==> src/rtl/neuron_layer3_pkg.sv <==
// -----------------------------------------------------------------------------
// neuron_layer3_pkg
// Shared types and helpers for the layer-3 neuron timestep sequencer.
//   state_t    : sequencer FSM states
//   idx_width  : neuron index width for a given neuron count
//   sat_signed : clamp a wide signed value into a w-bit two's-complement range
// -----------------------------------------------------------------------------
package neuron_layer3_pkg;

    typedef enum logic [1:0] {
        ST_IDLE   = 2'd0,
        ST_FETCH  = 2'd1,
        ST_UPDATE = 2'd2,
        ST_DONE   = 2'd3
    } state_t;

    function automatic int idx_width(input int n);
        return (n <= 2) ? 1 : $clog2(n);
    endfunction

    // Result is returned at 64 bits; callers truncate to w bits, which is
    // lossless because the value has already been clamped into range.
    function automatic logic signed [63:0] sat_signed(input logic signed [63:0] val,
                                                      input int                 w);
        logic signed [63:0] max_v;
        logic signed [63:0] min_v;
        max_v = (64'sd1 <<< (w - 1)) - 64'sd1;
        min_v = -(64'sd1 <<< (w - 1));
        if (val > max_v) begin
            return max_v;
        end else if (val < min_v) begin
            return min_v;
        end
        return val;
    endfunction

endpackage

==> src/rtl/lif_update_unit.sv <==
// -----------------------------------------------------------------------------
// lif_update_unit
// Combinational leaky-integrate-and-fire datapath for one neuron update.
//   i_membrane     : current membrane potential (signed)
//   i_big_membrane : current big (non-leaky) membrane (signed)
//   i_current      : input current for this timestep (signed)
//   o_v_new        : leaked + integrated membrane, saturated to membrane width
//   o_b_new        : integrated big membrane, saturated to big-membrane width
//   o_spike        : o_v_new >= THRESHOLD
// -----------------------------------------------------------------------------
module lif_update_unit
    import neuron_layer3_pkg::*;
#(
    parameter int BIT_WIDTH_MEMBRANE     = 16,
    parameter int BIT_WIDTH_BIG_MEMBRANE = 16,
    parameter int BIT_WIDTH_CURRENT      = 16,
    parameter int LEAK_SHIFT             = 4,
    parameter int THRESHOLD              = 1024
) (
    input  logic signed [BIT_WIDTH_MEMBRANE-1:0]     i_membrane,
    input  logic signed [BIT_WIDTH_BIG_MEMBRANE-1:0] i_big_membrane,
    input  logic signed [BIT_WIDTH_CURRENT-1:0]      i_current,
    output logic signed [BIT_WIDTH_MEMBRANE-1:0]     o_v_new,
    output logic signed [BIT_WIDTH_BIG_MEMBRANE-1:0] o_b_new,
    output logic                                     o_spike
);

    // Two guard bits: |leak| <= |v| and |current| fits the membrane width,
    // so v - leak + current cannot overflow MW bits.
    localparam int MW = BIT_WIDTH_MEMBRANE + 2;
    localparam int BW = BIT_WIDTH_BIG_MEMBRANE + 2;
    localparam logic signed [63:0] THR64 = 64'(THRESHOLD);

    logic signed [MW-1:0] w_mem_ext;
    logic signed [MW-1:0] w_leak;
    logic signed [MW-1:0] w_cur_m;
    logic signed [MW-1:0] w_v_sum;
    logic signed [BW-1:0] w_big_ext;
    logic signed [BW-1:0] w_cur_b;
    logic signed [BW-1:0] w_b_sum;
    logic signed [63:0]   w_v_sat;

    assign w_mem_ext = MW'(i_membrane);
    assign w_cur_m   = MW'(i_current);
    assign w_big_ext = BW'(i_big_membrane);
    assign w_cur_b   = BW'(i_current);

    // A shift of zero means "no leak", not "leak everything".
    if (LEAK_SHIFT == 0) begin : g_no_leak
        assign w_leak = '0;
    end else begin : g_leak
        assign w_leak = w_mem_ext >>> LEAK_SHIFT;
    end

    assign w_v_sum = w_mem_ext - w_leak + w_cur_m;
    assign w_b_sum = w_big_ext + w_cur_b;

    assign w_v_sat = sat_signed(64'(w_v_sum), BIT_WIDTH_MEMBRANE);
    assign o_v_new = BIT_WIDTH_MEMBRANE'(w_v_sat);
    assign o_b_new = BIT_WIDTH_BIG_MEMBRANE'(sat_signed(64'(w_b_sum), BIT_WIDTH_BIG_MEMBRANE));
    assign o_spike = (w_v_sat >= THR64);

endmodule

==> src/rtl/neuron_layer3_ctrl.sv <==
// -----------------------------------------------------------------------------
// neuron_layer3_ctrl
// Timestep sequencer for the layer-3 neuron array. On start it walks neurons
// 0..N-1, pulls one input current per neuron over a valid/ready handshake,
// runs leak/integrate/saturate/threshold and issues the per-neuron update and
// post-spike strobes.
//   clk, reset_n                 : clock, async active-low reset
//   start_i                      : timestep start (accepted only when idle)
//   busy_o, done_o               : sweep in progress / 1-cycle completion pulse
//   current_req_o/valid_i, current_i : current fetch handshake
//   neuron_sel_o                 : neuron under service (external read mux)
//   membrane_i, big_membrane_i   : selected neuron's state via that mux
//   membrane_update_o/_valid_o   : new membrane + one-hot write strobe
//   big_membrane_update_o/_valid_o : new big membrane + one-hot write strobe
//   post_spiking_now_o           : one-hot spike/reset strobe
//   spike_vec_o                  : spikes of the last completed timestep
//
// state     | meaning
// ----------+--------------------------------------------------------------
// ST_IDLE   | waiting for start_i
// ST_FETCH  | current_req_o high, waiting for current_valid_i
// ST_UPDATE | update/spike strobes for neuron idx are on the outputs
// ST_DONE   | done_o pulse, spike_vec_o just loaded
// -----------------------------------------------------------------------------
module neuron_layer3_ctrl
    import neuron_layer3_pkg::*;
#(
    parameter int  NUM_NEURON             = 10,
    parameter int  BIT_WIDTH_MEMBRANE     = 16,
    parameter int  BIT_WIDTH_BIG_MEMBRANE = 16,
    parameter int  BIT_WIDTH_CURRENT      = 16,
    parameter int  LEAK_SHIFT             = 4,
    parameter int  THRESHOLD              = 1024,
    localparam int IDX_W                  = idx_width(NUM_NEURON)
) (
    input  logic                                     clk,
    input  logic                                     reset_n,
    input  logic                                     start_i,
    output logic                                     busy_o,
    output logic                                     done_o,
    output logic                                     current_req_o,
    input  logic                                     current_valid_i,
    input  logic signed [BIT_WIDTH_CURRENT-1:0]      current_i,
    output logic [IDX_W-1:0]                         neuron_sel_o,
    input  logic signed [BIT_WIDTH_MEMBRANE-1:0]     membrane_i,
    input  logic signed [BIT_WIDTH_BIG_MEMBRANE-1:0] big_membrane_i,
    output logic signed [BIT_WIDTH_MEMBRANE-1:0]     membrane_update_o,
    output logic [NUM_NEURON-1:0]                    membrane_update_valid_o,
    output logic signed [BIT_WIDTH_BIG_MEMBRANE-1:0] big_membrane_update_o,
    output logic [NUM_NEURON-1:0]                    big_membrane_update_valid_o,
    output logic [NUM_NEURON-1:0]                    post_spiking_now_o,
    output logic [NUM_NEURON-1:0]                    spike_vec_o
);

    localparam logic [IDX_W-1:0]      LAST_IDX = IDX_W'(NUM_NEURON - 1);
    localparam logic [NUM_NEURON-1:0] ONE_LSB  = NUM_NEURON'(1);

    state_t                              r_state;
    logic [IDX_W-1:0]                    r_idx;
    logic                                r_busy;
    logic                                r_done;
    logic                                r_req;
    logic signed [BIT_WIDTH_MEMBRANE-1:0]     r_mem_upd;
    logic signed [BIT_WIDTH_BIG_MEMBRANE-1:0] r_big_upd;
    logic [NUM_NEURON-1:0]               r_mem_vld;
    logic [NUM_NEURON-1:0]               r_big_vld;
    logic [NUM_NEURON-1:0]               r_post;
    logic [NUM_NEURON-1:0]               r_spike_acc;
    logic [NUM_NEURON-1:0]               r_spike_vec;

    logic signed [BIT_WIDTH_MEMBRANE-1:0]     w_v_new;
    logic signed [BIT_WIDTH_BIG_MEMBRANE-1:0] w_b_new;
    logic                                     w_spike;
    logic [NUM_NEURON-1:0]                    w_onehot;
    logic                                     w_xfer;

    assign w_onehot = ONE_LSB << r_idx;
    assign w_xfer   = current_valid_i && r_req;

    // The datapath is evaluated in the handshake cycle and its result is
    // registered on the way into ST_UPDATE. neuron_sel_o is the same in both
    // cycles and nothing writes the neuron in between, so membrane_i is
    // identical; the registered current and results then sit on registered
    // outputs for exactly the ST_UPDATE cycle.
    lif_update_unit #(
        .BIT_WIDTH_MEMBRANE     (BIT_WIDTH_MEMBRANE),
        .BIT_WIDTH_BIG_MEMBRANE (BIT_WIDTH_BIG_MEMBRANE),
        .BIT_WIDTH_CURRENT      (BIT_WIDTH_CURRENT),
        .LEAK_SHIFT             (LEAK_SHIFT),
        .THRESHOLD              (THRESHOLD)
    ) u_lif (
        .i_membrane     (membrane_i),
        .i_big_membrane (big_membrane_i),
        .i_current      (current_i),
        .o_v_new        (w_v_new),
        .o_b_new        (w_b_new),
        .o_spike        (w_spike)
    );

    always_ff @(posedge clk or negedge reset_n) begin
        if (!reset_n) begin
            r_state     <= ST_IDLE;
            r_idx       <= '0;
            r_busy      <= 1'b0;
            r_done      <= 1'b0;
            r_req       <= 1'b0;
            r_mem_upd   <= '0;
            r_big_upd   <= '0;
            r_mem_vld   <= '0;
            r_big_vld   <= '0;
            r_post      <= '0;
            r_spike_acc <= '0;
            r_spike_vec <= '0;
        end else begin
            // Strobes and done are single-cycle unless re-asserted below.
            r_mem_vld <= '0;
            r_big_vld <= '0;
            r_post    <= '0;
            r_done    <= 1'b0;
            case (r_state)
                ST_IDLE: begin
                    if (start_i) begin
                        r_state     <= ST_FETCH;
                        r_idx       <= '0;
                        r_spike_acc <= '0;
                        r_busy      <= 1'b1;
                        r_req       <= 1'b1;
                    end
                end
                ST_FETCH: begin
                    if (w_xfer) begin
                        r_state   <= ST_UPDATE;
                        r_req     <= 1'b0;
                        r_mem_upd <= w_v_new;
                        r_big_upd <= w_b_new;
                        r_mem_vld <= w_onehot;
                        r_big_vld <= w_onehot;
                        if (w_spike) begin
                            r_post      <= w_onehot;
                            r_spike_acc <= r_spike_acc | w_onehot;
                        end
                    end
                end
                ST_UPDATE: begin
                    if (r_idx == LAST_IDX) begin
                        r_state     <= ST_DONE;
                        r_idx       <= '0;
                        r_done      <= 1'b1;
                        r_spike_vec <= r_spike_acc;
                    end else begin
                        r_state <= ST_FETCH;
                        r_idx   <= r_idx + 1'b1;
                        r_req   <= 1'b1;
                    end
                end
                ST_DONE: begin
                    r_state <= ST_IDLE;
                    r_busy  <= 1'b0;
                end
                default: begin
                    r_state <= ST_IDLE;
                    r_idx   <= '0;
                    r_busy  <= 1'b0;
                    r_req   <= 1'b0;
                end
            endcase
        end
    end

    assign busy_o                      = r_busy;
    assign done_o                      = r_done;
    assign current_req_o               = r_req;
    assign neuron_sel_o                = r_idx;
    assign membrane_update_o           = r_mem_upd;
    assign membrane_update_valid_o     = r_mem_vld;
    assign big_membrane_update_o       = r_big_upd;
    assign big_membrane_update_valid_o = r_big_vld;
    assign post_spiking_now_o          = r_post;
    assign spike_vec_o                 = r_spike_vec;

endmodule

==> config.mk <==
export PLATFORM = sky130hd
export DESIGN_NAME = neuron_layer3_ctrl
export DESIGN_NICKNAME = d
export VERILOG_FILES = /design/src/rtl/neuron_layer3_pkg.sv /design/src/rtl/lif_update_unit.sv /design/src/rtl/neuron_layer3_ctrl.sv
export SDC_FILE = /design/constraint.sdc
export NUM_CORES = 1
export LEC_CHECK = 0
export BUFFER_PORTS_ARGS = -buffer_cell sky130_fd_sc_hd__buf_2
export CAP_MARGIN = 10
export CELL_PAD_IN_SITES_DETAIL_PLACEMENT = 1
export CELL_PAD_IN_SITES_GLOBAL_PLACEMENT = 2
export CORE_MARGIN = 2
export CORE_UTILIZATION = 25
export DETAILED_ROUTE_END_ITERATION = 10
export MAX_ROUTING_LAYER = met4
export PLACE_DENSITY = 0.7
export SYNTH_ARGS = -nofsm -noshare
export SYNTH_HDL_FRONTEND = slang
export SYNTH_SLANG_ARGS = --single-unit
==> constraint.sdc <==
create_clock -name clk -period 3.6 [get_ports clk]
set_clock_uncertainty 0.2 [all_clocks]
set_input_delay 0.18 -clock clk [delete_from_list [all_inputs] [get_ports clk]]
set_output_delay 0.18 -clock clk [all_outputs]
set_load 0.01 [all_outputs]
# Yosys cells after proc, flatten, opt, wreduce, memory -nomap -nowiden
# Index checks and enable logic that the tools add are counted.
# word_totals
ff_bits,81
in_bits,52
out_inout_bits,79
wordCells,76
# op_classes
n_addsub,4
magnitude_cmp,5
eq_ne,8
shift,1
n_mux,33
n_bitwise,1
n_reduce_logical,13
# ops
op,count
2-to-1 mux 64 bit,3
2-to-1 mux 10 bit,8
greater-or-equal comparator 64 x 12 -> 1 bit (second input constant),1
2-to-1 mux 16 bit,3
case mux 10 bit (2 select lines),1
adder 17 x 16 -> 18 bit,1
greater-than comparator 18 x 16 -> 1 bit (second input constant),1
< comparator 18 x 16 -> 1 bit (second input constant),1
adder 16 x 16 -> 17 bit,1
greater-than comparator 17 x 16 -> 1 bit (second input constant),1
< comparator 17 x 16 -> 1 bit (second input constant),1
subtractor 16 x 12 -> 17 bit,1
OR 10 bit,1
AND reduction 2 bit,5
left shift 1 x 4 -> 10 bit (first input constant),1
2-to-1 mux 1 bit,9
2-to-1 mux 4 bit,2
case mux 2 bit (4 select lines),1
case mux 4 bit (2 select lines),1
AND reduction 4 bit,2
2-to-1 mux 2 bit,3
!= test 2 bit (second input constant),3
nonzero test 2 bit,3
adder 4 x 1 -> 4 bit (second input constant),1
9 further kinds,10

# Longest topological paths before layout
# Gate-level depths: netlist of run 1.
# depth
depth_word,10
ltp_mapped,14
ltp_nobuf,13

# Hierarchy
# Synthesis of run 1 repeated with hierarchy kept, for this count alone.
# unflattened
cells_unflattened,694
area_unflattened_um2,5899.4
# modules_own_cells
module,instances,cells_each,area_each_um2,seq_area_each_um2
neuron_layer3_ctrl,1,301,3215.6,2026.9
lif_update_unit,1,393,2683.8,0.0

# Least setup slack after synthesis of run 1
# Ideal clock, no wire load.
# synth_path
kind,input-to-reg
from,input port current_i[1]
to,register r_post[5] (netlist: post_spiking_now_o[5])
setup_time_ps,135
arrival_ps,3276
required_time_ps,3265
path_slack_ps,-11
cell_stages,13
path_buffers,1
cell_sequence,inv_1 -> fa_1 -> inv_1 -> fa_1 -> a211oi_2 -> nor3_1 -> or3_4 -> and2_4 -> a311o_1 -> or2_1 -> nor4_4 -> buf_6 -> nor4_1
# synth_between
elab_chain_cells,9
word_cells_on_any_way,11
classes_between,add/sub: 1; order compare: 3; mux: 7
# synth_rtl
element,line,text
"start, declared",neuron_layer3_ctrl.sv:43,"input logic signed [BIT_WIDTH_CURRENT-1:0] current_i,"
adder 17 x 16 -> 18 bit *,lif_update_unit.sv:55,assign w_v_sum = w_mem_ext - w_leak + w_cur_m;
< comparator 18 x 16 -> 1 bit,neuron_layer3_pkg.sv:31,end else if (val < min_v) begin
2-to-1 mux 1 bit,neuron_layer3_pkg.sv:31,
2-to-1 mux 1 bit,neuron_layer3_pkg.sv:29,if (val > max_v) begin
2-to-1 mux 64 bit *,neuron_layer3_pkg.sv:34,return val;
greater-or-equal comparator 64 x 12 -> 1 bit *,lif_update_unit.sv:61,assign o_spike = (w_v_sat >= THR64);
2-to-1 mux 10 bit *,neuron_layer3_ctrl.sv:138,if (w_spike) begin
2-to-1 mux 10 bit *,neuron_layer3_ctrl.sv:131,if (w_xfer) begin
2-to-1 mux 10 bit *,neuron_layer3_ctrl.sv:120,case (r_state)
"end signal, assigned",neuron_layer3_ctrl.sv:139,r_post <= w_onehot;
"end, declared",neuron_layer3_ctrl.sv:67,logic [NUM_NEURON-1:0] r_post;
# Mark *: on every way between the ends. The rest lies on a longest branch, timed or not.
# A chain may end at the register's enable or synchronous reset.

# Worst setup path after layout of run 1
# layout_path
from,input port current_i[1]
to,register r_spike_acc[0]
# layout_between
elab_chain_cells,8
word_cells_on_any_way,10
classes_between,add/sub: 1; order compare: 3; eq/ne: 1; mux: 4; reduce/logical: 1
# layout_rtl
element,line,text
adder 17 x 16 -> 18 bit *,lif_update_unit.sv:55,
< comparator 18 x 16 -> 1 bit,neuron_layer3_pkg.sv:31,
2-to-1 mux 1 bit,neuron_layer3_pkg.sv:31,
2-to-1 mux 1 bit,neuron_layer3_pkg.sv:29,
2-to-1 mux 64 bit *,neuron_layer3_pkg.sv:34,
greater-or-equal comparator 64 x 12 -> 1 bit *,lif_update_unit.sv:61,
!= test 2 x 1 -> 1 bit (no line) *,n/a,
AND reduction 4 bit (no line) *,n/a,
"end signal, assigned",neuron_layer3_ctrl.sv:140,r_spike_acc <= r_spike_acc | w_onehot;
"end, declared",neuron_layer3_ctrl.sv:68,logic [NUM_NEURON-1:0] r_spike_acc;
# Marks and branches as above.

==> impl_results.md, run 1 <==
- Crit path top cell by count: inv_1
- Pins Over Slew Limit: 0
- Residual DRC: 0
- Pre-CTS WS: -0.507 ns
- Reg2Reg Launch Point: neuron_sel_o[1]
- CTS tree: yes
- Synth unique cells: slightly above 60
- Commonest non-fill, non-tap cell in the layout: buf_2
- Sw power: ~0.0015 W
- # setup viols final: 0
- CP Class: primary input to flip-flop
- Mean post-synth cell area: roughly 9 µm²
- Synthesized net count: 710
- Vias in the first global route: slightly above 5k
- VDD IR max: between 150 and 200 µV
- DP Cell Count: around 1k
- Run status: complete, no violations
- Vias: between 4k and 5k
- Vias per std cell: 4.73
- Full die area: around 23000 µm²
- Worst path slowest cell: fa_1
- CTS root buf: clkbuf_16
- Worst-Skew Late Latency: between 0.3 and 0.4 ns
- Yosys top cell area share: 37.2%
- Die Wd: roughly 150 µm
- DP Area: ~6600 µm²
- Synth area leader: dfrtp_1
- Max Fclk: 0.287 GHz
- Most frequent cells in the layout: 129 x buf_2, 81 x dfrtp_1, 80 x nand2_1
- Largest net degree at the start of global routing: 82
- Largest cells by area after synthesis: dfrtp_1 37%, ha_1 8.7%, fa_1 5.9%
- Antenna violations before repair: 0
- GPL Wtd Cong: 0.923
- Area Growth Syn to Fin: 28.1%
- Worst R2R Setup Slack: around 1.4 ns
- CTS buffer count: 9
- Clk buf depth: 2
- Final Total Pwr: between 0.003 and 0.004 W
- Layout cells sized above 1: between 20% and 30%
- Req. time, crit path: between 3 and 4 ns
- Nets: 867
- Routed Antenna Nets: 0
- CTS clk-pin slew, worst paths: 0.07 ns
- Sequential Power Share: roughly a third
- Critical Path Sink: r_spike_acc[0]
- Starting Density: around 25%
- Worst EP arrival: 3.51 ns
- CP max stage delay: 0.53 ns
- I/O pin count: between 100 and 150
- ANT cells: 0
- Post-synthesis instance area: 5450 µm²
- Post-Route WL: 17100 µm
- Rel. slew slack: around 30%
- Worst Setup End Kind: flip-flop
- Worst setup path start: current_i[1]
- Internal power: approximately 0.0024 W
- Core area: 21600 µm²
- Worst-margin pin slew: 1.05 ns
- Cell Rows: between 50 and 60
- Logic gate share of total power: around 44%
- Yosys reg bits: a little over 80
- Global-route wire length before repair: ~27000 µm
- WL per Instance: about 16 µm
- Worst setup SP type: primary input
- Sw Ratio: between 30% and 40%
- Final instance area: around 7000 µm²
- Final worst slack: 0.117 ns
- IO buf count: between 100 and 150
- Final Cycle Share: roughly 97%
- Critical path cell sequence: buf_2, inv_1, fa_1, inv_1, fa_2, a211oi_2, nor3_1, or3_4, and2_4, a311o_1, or2_4, nor4_4, buf_4, clkbuf_16, o21ai_2
- Post-Syn Instances: 604
- Total gr overflow: 0
- Total Routing Usage GR: 15.5%
- Initial DRC Count: ~160
- YS warnings: 0
- Final Non-Filler Cells: approximately 1.0k
- Pleak: between 3 and 4 nW
- Final Core Density: 32.3%
- Asr flop ratio synth: 100%
- Register area share after synthesis: around 37%
- Critical R2R Capture: spike_vec_o[8]
- Predominant post-synthesis flop cell: dfrtp_1
- Pwr Density: about 560 nW/µm²
- H-tree depth: 3
- Fin. Hold Viols: 0
- FF-to-FF path depth: 8
- Max_cap viols: 0
- DIE HEIGHT: 152 µm
- Worst-path maximum fanout: 10
- CTS sink cnt: 81
- Clk pwr share: a little under a quarter
- 1st-pass router iterations: 4
- Crit path time final: roughly 3.5 ns
- Post-synth EDFFs: 0
- Hold/Removal Path Class: primary input to flip-flop
- DPL Wire Length: around 14000 µm
==> sequential cells by signal, indices dropped and copies added (netlist names), 2 cells and up <==
name / cells
big_membrane_update_o: 16
membrane_update_o: 16
big_membrane_update_valid_o: 10
post_spiking_now_o: 10
r_spike_acc: 10
spike_vec_o: 10
neuron_sel_o: 4
r_state: 2
==> timing repair <==
item                                    CTS  global route
hold buffers                              2             0
endpoints found under the setup margin   12            34
gates resized for setup                   1             5
buffers inserted                          0             2
pin swaps                                 0             3
gates cloned                              0             1
hold endpoints to repair                 82             0
==> cells in the mapped netlist, types with 2 or more instances <==
library cell,n
or3_1,2
a221o_1,16
and3_1,3
a22oi_1,2
a311o_1,2
nand4b_1,2
o31ai_1,5
a211oi_2,2
clkbuf_1,14
a31oi_1,4
inv_1,74
nor4_1,5
nand3_1,9
nor3b_1,3
o21ai_2,11
nand3b_1,6
nor2_1,37
fa_1,16
buf_4,10
nor3_1,10
a2111o_1,2
and2_1,4
a21oi_1,41
dfrtp_1,81
or2_2,3
a211oi_1,4
xor2_1,8
nor2b_1,6
o21a_1,4
xnor2_1,17
buf_6,2
nand2_1,80
o21ai_0,35
o22a_1,6
a21o_1,11
nand2b_1,3
buf_2,3
ha_1,38
==> through the flow <==
| step | setup TNS, ns | hold WS (ns) |
|---|---|---|
| finish | 0 | 0.0432 |
| global route | -0.00601 | 0.0470 |
| CTS | 0 | 0.0295 |
| detailed placement | -12.14 | 0.239 |
| global placement | -7.41 | 0.223 |
| floorplan | 0 | -0.316 |
==> logic make-up (layout without fill, tap and decap cells) <==
family	count (synthesis)	after routing	synth area share, %
simple gates	182	182	16.0
compound gates	156	156	19.6
buf+inv	104	266	8.19
flops	81	81	37.2
fa+ha+maj	54	54	14.6
xor+xnor	25	25	4.02
mux	2	2	0.390
==> per-layer routing <==
metal,vias to the layer above,GRT usage (%),wire [µm]
li1,2384,-,-
met1,2404,20.0,7800
met2,134,25.4,8240
met3,26,2.34,721
met4,0,4.49,360
met5,-,-,0
==> area by class of cell <==
class	count	area (µm²)
clock buffer	10	239
clock inverter	6	48.8
fill	2604	14600
inverter	74	278
multi-input combinational	419	3010
sequential	81	2030
tap	280	350
timing repair buffer	176	1030
==> how the worst min path moves through the flow <==
stage | cells after the start | from | slack [ns] | to
final | 3 | current_valid_i | 0.04 | current_req_o
after global routing | 3 | current_valid_i | 0.05 | current_req_o
after CTS | 3 | current_valid_i | 0.03 | r_state[0]
after detailed placement | 1 | reset_n | 0.24 | big_membrane_update_valid_o[8]
after global placement | 1 | reset_n | 0.22 | big_membrane_update_valid_o[4]
after floorplan | 0 | reset_n | -0.32 | big_membrane_update_o[0]
==> power groups by stage <==
stage	registers (W)	clock network, W	logic (W)
after global placement	0.00130	0	0.00164
after detailed placement	0.00131	0	0.00169
after global routing	0.00132	0.000970	0.00190
after floorplan	0.00136	0	0.000912
final	0.00129	0.000900	0.00171
after CTS	0.00129	0.000928	0.00171
==> worst max-delay path: cells and delay by family <==
kind | cells | cell delay, ns
AND/OR/NAND/NOR | 5 | 1.21
adder cells (fa/ha/maj) | 2 | 0.93
AO/OA/AOI/OAI | 3 | 0.60
buffers and inverters | 5 | 0.59
(Power assumes the default switching activity.)
==> run 2, diff against run 1 <==
--- a/config.mk
+++ b/config.mk
@@ -10,10 +10,10 @@
 export CELL_PAD_IN_SITES_DETAIL_PLACEMENT = 1
 export CELL_PAD_IN_SITES_GLOBAL_PLACEMENT = 2
 export CORE_MARGIN = 2
-export CORE_UTILIZATION = 25
+export CORE_UTILIZATION = 30
 export DETAILED_ROUTE_END_ITERATION = 10
 export MAX_ROUTING_LAYER = met4
-export PLACE_DENSITY = 0.7
+export PLACE_DENSITY_LB_ADDON = 0.1
 export SYNTH_ARGS = -nofsm -noshare
 export SYNTH_HDL_FRONTEND = slang
 export SYNTH_SLANG_ARGS = --single-unit
==> run 2 against run 1 <==
- power is 2.3% higher
- sequential power is essentially flat
- wire length fell by 0.90%
- register-to-register slack about the same
- sequential share of layout area is 0.91 points lower
- fmax up 1.3%
- largest cell class unchanged
==> impl_results.md, run 2 (synthesized netlist as in run 1, its figures left out) <==
- DIE HEIGHT: 139 µm
- CTS root buf: clkbuf_16
- 1st-pass router iterations: 4
- Worst Setup End Kind: flip-flop
- Worst-margin pin slew: 1.06 ns
- Rel. slew slack: between 20% and 30%
- CTS buffer count: 9
- Final Cycle Share: 95.5%
- CP Class: primary input to flip-flop
- Clk pwr share: between 20% and 30%
- Cell Rows: 49
- Worst setup SP type: primary input
- RSZ-0062 raised after global routing: no
- Endpoint of the worst hold path: busy_o
- Run status: complete, no violations
- Worst path slowest cell: fa_1
- Vias in the first global route: 5348
- ANT cells: 0
- Crit path time final: 3.44 ns
- CTS tree: yes
- Commonest non-fill, non-tap cell in the layout: buf_2
- Worst R2R Setup Slack: 1.34 ns
- Delay-heaviest family, CP: compound AO/OA/AOI/OAI gates
- Starting Density: a little under a third
- Vias per std cell: 4.84
- Req. time, crit path: roughly 3.6 ns
- Largest net degree at the start of global routing: 82
- WL per Instance: about 17 µm
- Max Fclk: about 0.29 GHz
- Logic depth of the worst path, buffers included: 15
- DPL Wire Length: 13800 µm
- Die Wd: roughly 140 µm
- H-tree depth: 3
- # setup viols final: 0
- Internal power: roughly 0.0025 W
- Worst Path Buf+Inv: 5
- Hold_sp: start_i
- Clk buf depth: 2
- Pleak: ~3.8 nW
- CTS sink cnt: between 80 and 90
- GPL Wtd Cong: about 0.84
- Fin. Hold Viols: 0
- I/O pin count: approximately 130
- Pins Over Slew Limit: 0
- Total Routing Usage GR: between 10% and 20%
- CTS clk-pin slew, worst paths: roughly 0.060 ns
- Antenna violations before repair: 0
- Hold/Removal Path Class: primary input to flip-flop
- VDD IR max: approximately 260 µV
- IO buf count: 130
- Crit path top cell by count: buf_4
- Sw Ratio: a little under two fifths
- Reg2Reg Launch Point: r_state[1]
- Global-route wire length before repair: 27500 µm
- Max_cap viols: 0
- Hold Crit Depth: 3
- CP max stage delay: ~0.53 ns
- Final worst slack: 0.163 ns
- FF-to-FF path depth: 4
- Critical R2R Capture: big_membrane_update_o[11]
- Core area: 17900 µm²
- Sequential Power Share: about 32%
- Worst-path maximum fanout: 6
- Initial DRC Count: between 200 and 250
- Nets: 900
- Pwr Density: about 550 nW/µm²
- Most frequent cells in the layout: 128 x buf_2, 81 x dfrtp_1, 80 x nand2_1
- Critical path cell sequence: buf_4, inv_2, fa_1, inv_1, fa_2, a211oi_4, nor3_2, or3_4, and2_4, a311o_1, buf_4, or2b_1, a21oi_2, buf_4, a221o_1
- Vias: about 5k
- Logic gate share of total power: 45.1%
- Residual DRC: 0
- Full die area: just under 20000 µm²
- Area Growth Syn to Fin: 32.2%
- Total gr overflow: 0
- Fillers: ~2.1k
- Routed Antenna Nets: 0
- Final Core Density: between 40% and 50%
- DP Cell Count: between 1k and 1.5k
- Worst EP arrival: ~3.5 ns
- Worst-Skew Late Latency: ~0.34 ns
- Sum Neg Setup Slack: 0 ns
- Final Non-Filler Cells: 1026
- Pre-CTS WS: -0.462 ns
- Post-Route WL: approximately 17000 µm
- Sw power: 0.00150 W
- Layout cells sized above 1: about 32%
==> run 2: changes by cell type in the layout (fill, tap and decap cells not counted), moves of 2 or more <==
cell | before | now
nor4_1 | 5 | 3
buf_4 | 43 | 77
nor4_2 | 0 | 2
inv_6 | 3 | 1
clkinv_4 | 2 | 0
==> run 2: final cells by class <==
class | count | area [µm²] | area share [%]
Inverter | 74 | 278 | 3.85
Timing Repair Buffer | 209 | 1280 | 17.8
Sequential cell | 81 | 2030 | 28.1
Clock buffer | 9 | 225 | 3.12
Tap cell | 229 | 287 | 3.97
Multi-Input combinational cell | 419 | 3050 | 42.3
Clock inverter | 5 | 56.3 | 0.781
==> run 2: power by group through the flow <==
stage               logic, W  clock network (W)  registers, W
floorplan           0.000912                  0       0.00136
global placement     0.00171                  0       0.00130
detailed placement   0.00176                  0       0.00130
CTS                  0.00179           0.000934       0.00129
global route         0.00199           0.000973       0.00132
finish               0.00180           0.000897       0.00129
==> run 2: worst max-delay path by stage <==
stage                       endpoint          from
2_1_floorplan  post_spiking_now_o[5]  current_i[1]
3_3_place_gp   membrane_update_o[11]  current_i[1]
3_5_place_dp    membrane_update_o[9]  current_i[1]
4_1_cts        post_spiking_now_o[1]  current_i[1]
5_1_grt        membrane_update_o[13]  current_i[8]
6_report        membrane_update_o[6]  current_i[1]
==> run 2: what timing repair did <==
action	in CTS	in global routing
buffers inserted	3	1
pin swaps	3	4
hold endpoints to repair	81	0
endpoints found under the setup margin	16	32
resized for setup	2	17
gates cloned	1	1
hold buffers	1	0
==> run 2: worst reg2reg max path, cell delays in order (launching register included) <==
cell,delay [ns]
dfrtp_1,0.50
nand3b_1,0.73
buf_4,0.46
nor2_1,0.18
a21oi_1,0.08
==> run 2: per-stage QoR <==
step	total power, W	hold slack [ns]	cell area (µm²)
floorplan	0.00227	-0.316	5450
global placement	0.00301	0.220	6780
detailed placement	0.00306	0.252	6780
CTS	0.00401	0.0211	7140
global route	0.00428	0.0510	7210
finish	0.00398	0.0391	7210
==> run 2: layer usage <==
layer	GRT usage [%]	wire, µm	vias to the layer above	share of wire [%]
li1	-	-	2441	-
met1	22.1	7470	2416	44
met2	32.5	8750	92	52
met3	3.04	531	13	3.1
met4	4.68	224	0	1.3
met5	-	0	-	0
==> run 3, diff against run 2 <==
--- a/config.mk
+++ b/config.mk
@@ -10,7 +10,7 @@
 export CELL_PAD_IN_SITES_DETAIL_PLACEMENT = 1
 export CELL_PAD_IN_SITES_GLOBAL_PLACEMENT = 2
 export CORE_MARGIN = 2
-export CORE_UTILIZATION = 30
+export CORE_UTILIZATION = 35
 export DETAILED_ROUTE_END_ITERATION = 10
 export MAX_ROUTING_LAYER = met4
 export PLACE_DENSITY_LB_ADDON = 0.1
==> constraint.sdc (replaced) <==
create_clock -name clk -period 4.18 [get_ports clk]
set_clock_uncertainty 0.2 [all_clocks]
set_input_delay 0.209 -clock clk [delete_from_list [all_inputs] [get_ports clk]]
set_output_delay 0.209 -clock clk [all_outputs]
set_load 0.01 [all_outputs]
==> run 3 against run 2 <==
- global-route usage is 1.3 points higher
- setup slack better by 0.064 ns
- first-iteration DRC count is 7.0% higher
- register-to-register slack better by 0.09 ns
- flip-flop and latch count stayed put
- critical path depth is 2 lower
- wire length is 9.2% lower
- combinational power is 27% lower
- via count is 4.5% lower
- largest power group unchanged
==> impl_results.md, run 3 (synthesized netlist as in run 1, its figures left out) <==
- Max_cap viols: 0
- Worst R2R Setup Slack: 1.43 ns
- Post-Route WL: ~15000 µm
- Worst setup SP type: primary input
- Pins Over Slew Limit: 0
- Logic gate share of total power: about two fifths
- FF-to-FF path depth: 6
- Critical R2R Capture: membrane_update_o[0]
- Met2 wire len: 7700 µm
- Multi-input logic area: roughly 3000 µm²
- Endpoint of the worst hold path: busy_o
- Worst Setup End Kind: flip-flop
- Vias: 4739
- Commonest non-fill, non-tap cell in the layout: buf_2
- GPL Wtd Cong: roughly 0.8
- Total gr overflow: 0
- Most frequent cells in the layout: 129 x buf_2, 81 x dfrtp_1, 80 x nand2_1
- Cell Rows: 45
- Sw power: around 0.0012 W
- Fin. Hold Viols: 0
- Nets: between 800 and 900
- Final Non-Filler Cells: a little over 900
- CTS clk-pin slew, worst paths: 0.06 ns
- Sequential Power Share: ~35%
- Post-CTS Setup Inserts: 0
- Pleak: roughly 3.5 nW
- Met3 wire length: 459 µm
- Largest net degree at the start of global routing: 49
- RSZ-0062 raised after global routing: no
- Reg2Reg Launch Point: r_state[0]
- Rel. slew slack: a little under a third
- Worst EP arrival: just over 4 ns
- CTS root buf: clkbuf_16
- # setup viols final: 0
- Starting Density: a little over a third
- DPL Wire Length: between 10000 and 15000 µm
- Crit path time final: just under 4 ns
- Pwr Density: approximately 490 nW/µm²
- I/O pin count: 131
- Final Total Pwr: around 0.0032 W
- DIE HEIGHT: 129 µm
- Routed Antenna Nets: 0
- WL per Instance: between 15 and 20 µm
- Fillers: about 1.8k
- Hold_sp: start_i
- Reg area: 2030 µm²
- Final Cycle Share: a little over nine tenths
- Residual DRC: 0
- Worst-margin pin slew: 1.02 ns
- Metal1 wirelength: roughly 7000 µm
- Total Routing Usage GR: 19.8%
- CTS buffer count: 9
- Req. time, crit path: 4.25 ns
- Area Growth Syn to Fin: 20.6%
- Full die area: roughly 17000 µm²
- Sum Neg Setup Slack: 0 ns
- 1st-pass router iterations: 4
- H-tree depth: 3
- Clk pwr share: about a quarter
- Vias per std cell: between 5 and 6
- Core area: 15200 µm²
- DP Area: 6270 µm²
- Worst-path maximum fanout: 12
- Final instance area: around 6600 µm²
- Hold/Removal Path Class: primary input to flip-flop
- Die Wd: roughly 130 µm
- IO buf count: 130
- Clk buf depth: 2
- Initial DRC Count: roughly 220
- Layout cells sized above 1: 24.2%
- Internal power: approximately 0.002 W
- Vias in the first global route: about 5k
- CTS tree: yes
- Sw Ratio: between 30% and 40%
- Hold Crit Depth: 3
- VDD IR max: 207 µV
- Worst-Skew Late Latency: between 0.3 and 0.4 ns
- CP Class: primary input to flip-flop
- Max Fclk: between 0.2 and 0.3 GHz
- Run status: complete, no violations
- CTS sink cnt: 81
- DP Cell Count: 903
- Antenna violations before repair: 1
- Global-route wire length before repair: between 20000 and 25000 µm
- DR top layer: met4
run 3: metal layers:
metal | track usage (%) | vias to the layer above
met5 | - | -
met4 | 5.75 | 0
met3 | 2.87 | 16
met2 | 33.9 | 92
met1 | 24.4 | 2316
li1 | - | 2315
run 3: worst max path at each step:
stage | from | to | slack, ns
global route | current_i[1] | membrane_update_o[6] | 0.02
floorplan | current_i[1] | post_spiking_now_o[5] | 0.54
detailed placement | current_i[1] | membrane_update_o[4] | -0.1
global placement | current_i[1] | membrane_update_o[1] | 0.03
CTS | current_i[1] | membrane_update_o[0] | 0.24
finish | current_i[1] | membrane_update_o[0] | 0.23
run 3: cell type report:
| type | instances | share of cell area (%) |
|---|---|---|
| clock inverters | 5 | 0.857 |
| flip-flops and latches | 81 | 30.8 |
| inverters | 74 | 4.23 |
| multi-input cells | 419 | 45.4 |
| diodes | 1 | 0.0381 |
| clock buffers | 11 | 3.54 |
| repair buffers | 142 | 11.5 |
| well taps | 188 | 3.58 |
run 3: critical path: stages:
cell and delay (ns):
buf_2 0.12, inv_1 0.09, fa_1 0.54, inv_1 0.07
fa_1 0.48, a211oi_2 0.27, nor3_1 0.10, or3_4 0.42
a21oi_1 0.15, a311o_1 0.23, or2b_1 0.27, a21oi_1 0.79
a221o_1 0.28
run 3: through the flow:
stage	utilization (%)	hold slack (ns)	worst slack (ns)
final	43.2	0.0329	0.228
after global routing	43.2	0.0597	0.0211
after CTS	43.2	0.0197	0.244
after detailed placement	41.3	0.0775	-0.0964
after global placement	41.3	0.0718	0.0292
after floorplan	-	-0.287	0.540
run 3: power by group through the flow:
stage	Sequential, W	Combinational, W	Clock [W]
after floorplan	0.00117	0.000784	0
after global placement	0.00111	0.00130	0
after detailed placement	0.00112	0.00133	0
after CTS	0.00111	0.00134	0.000800
after global routing	0.00113	0.00148	0.000836
final	0.00111	0.00132	0.000784
run 3: timing repair:
action                                 in CTS  in global routing
hold buffers                                1                  0
setup endpoints to repair                   0                  0
endpoints found under the hold margin      47                  0
resized for setup                           0                  0
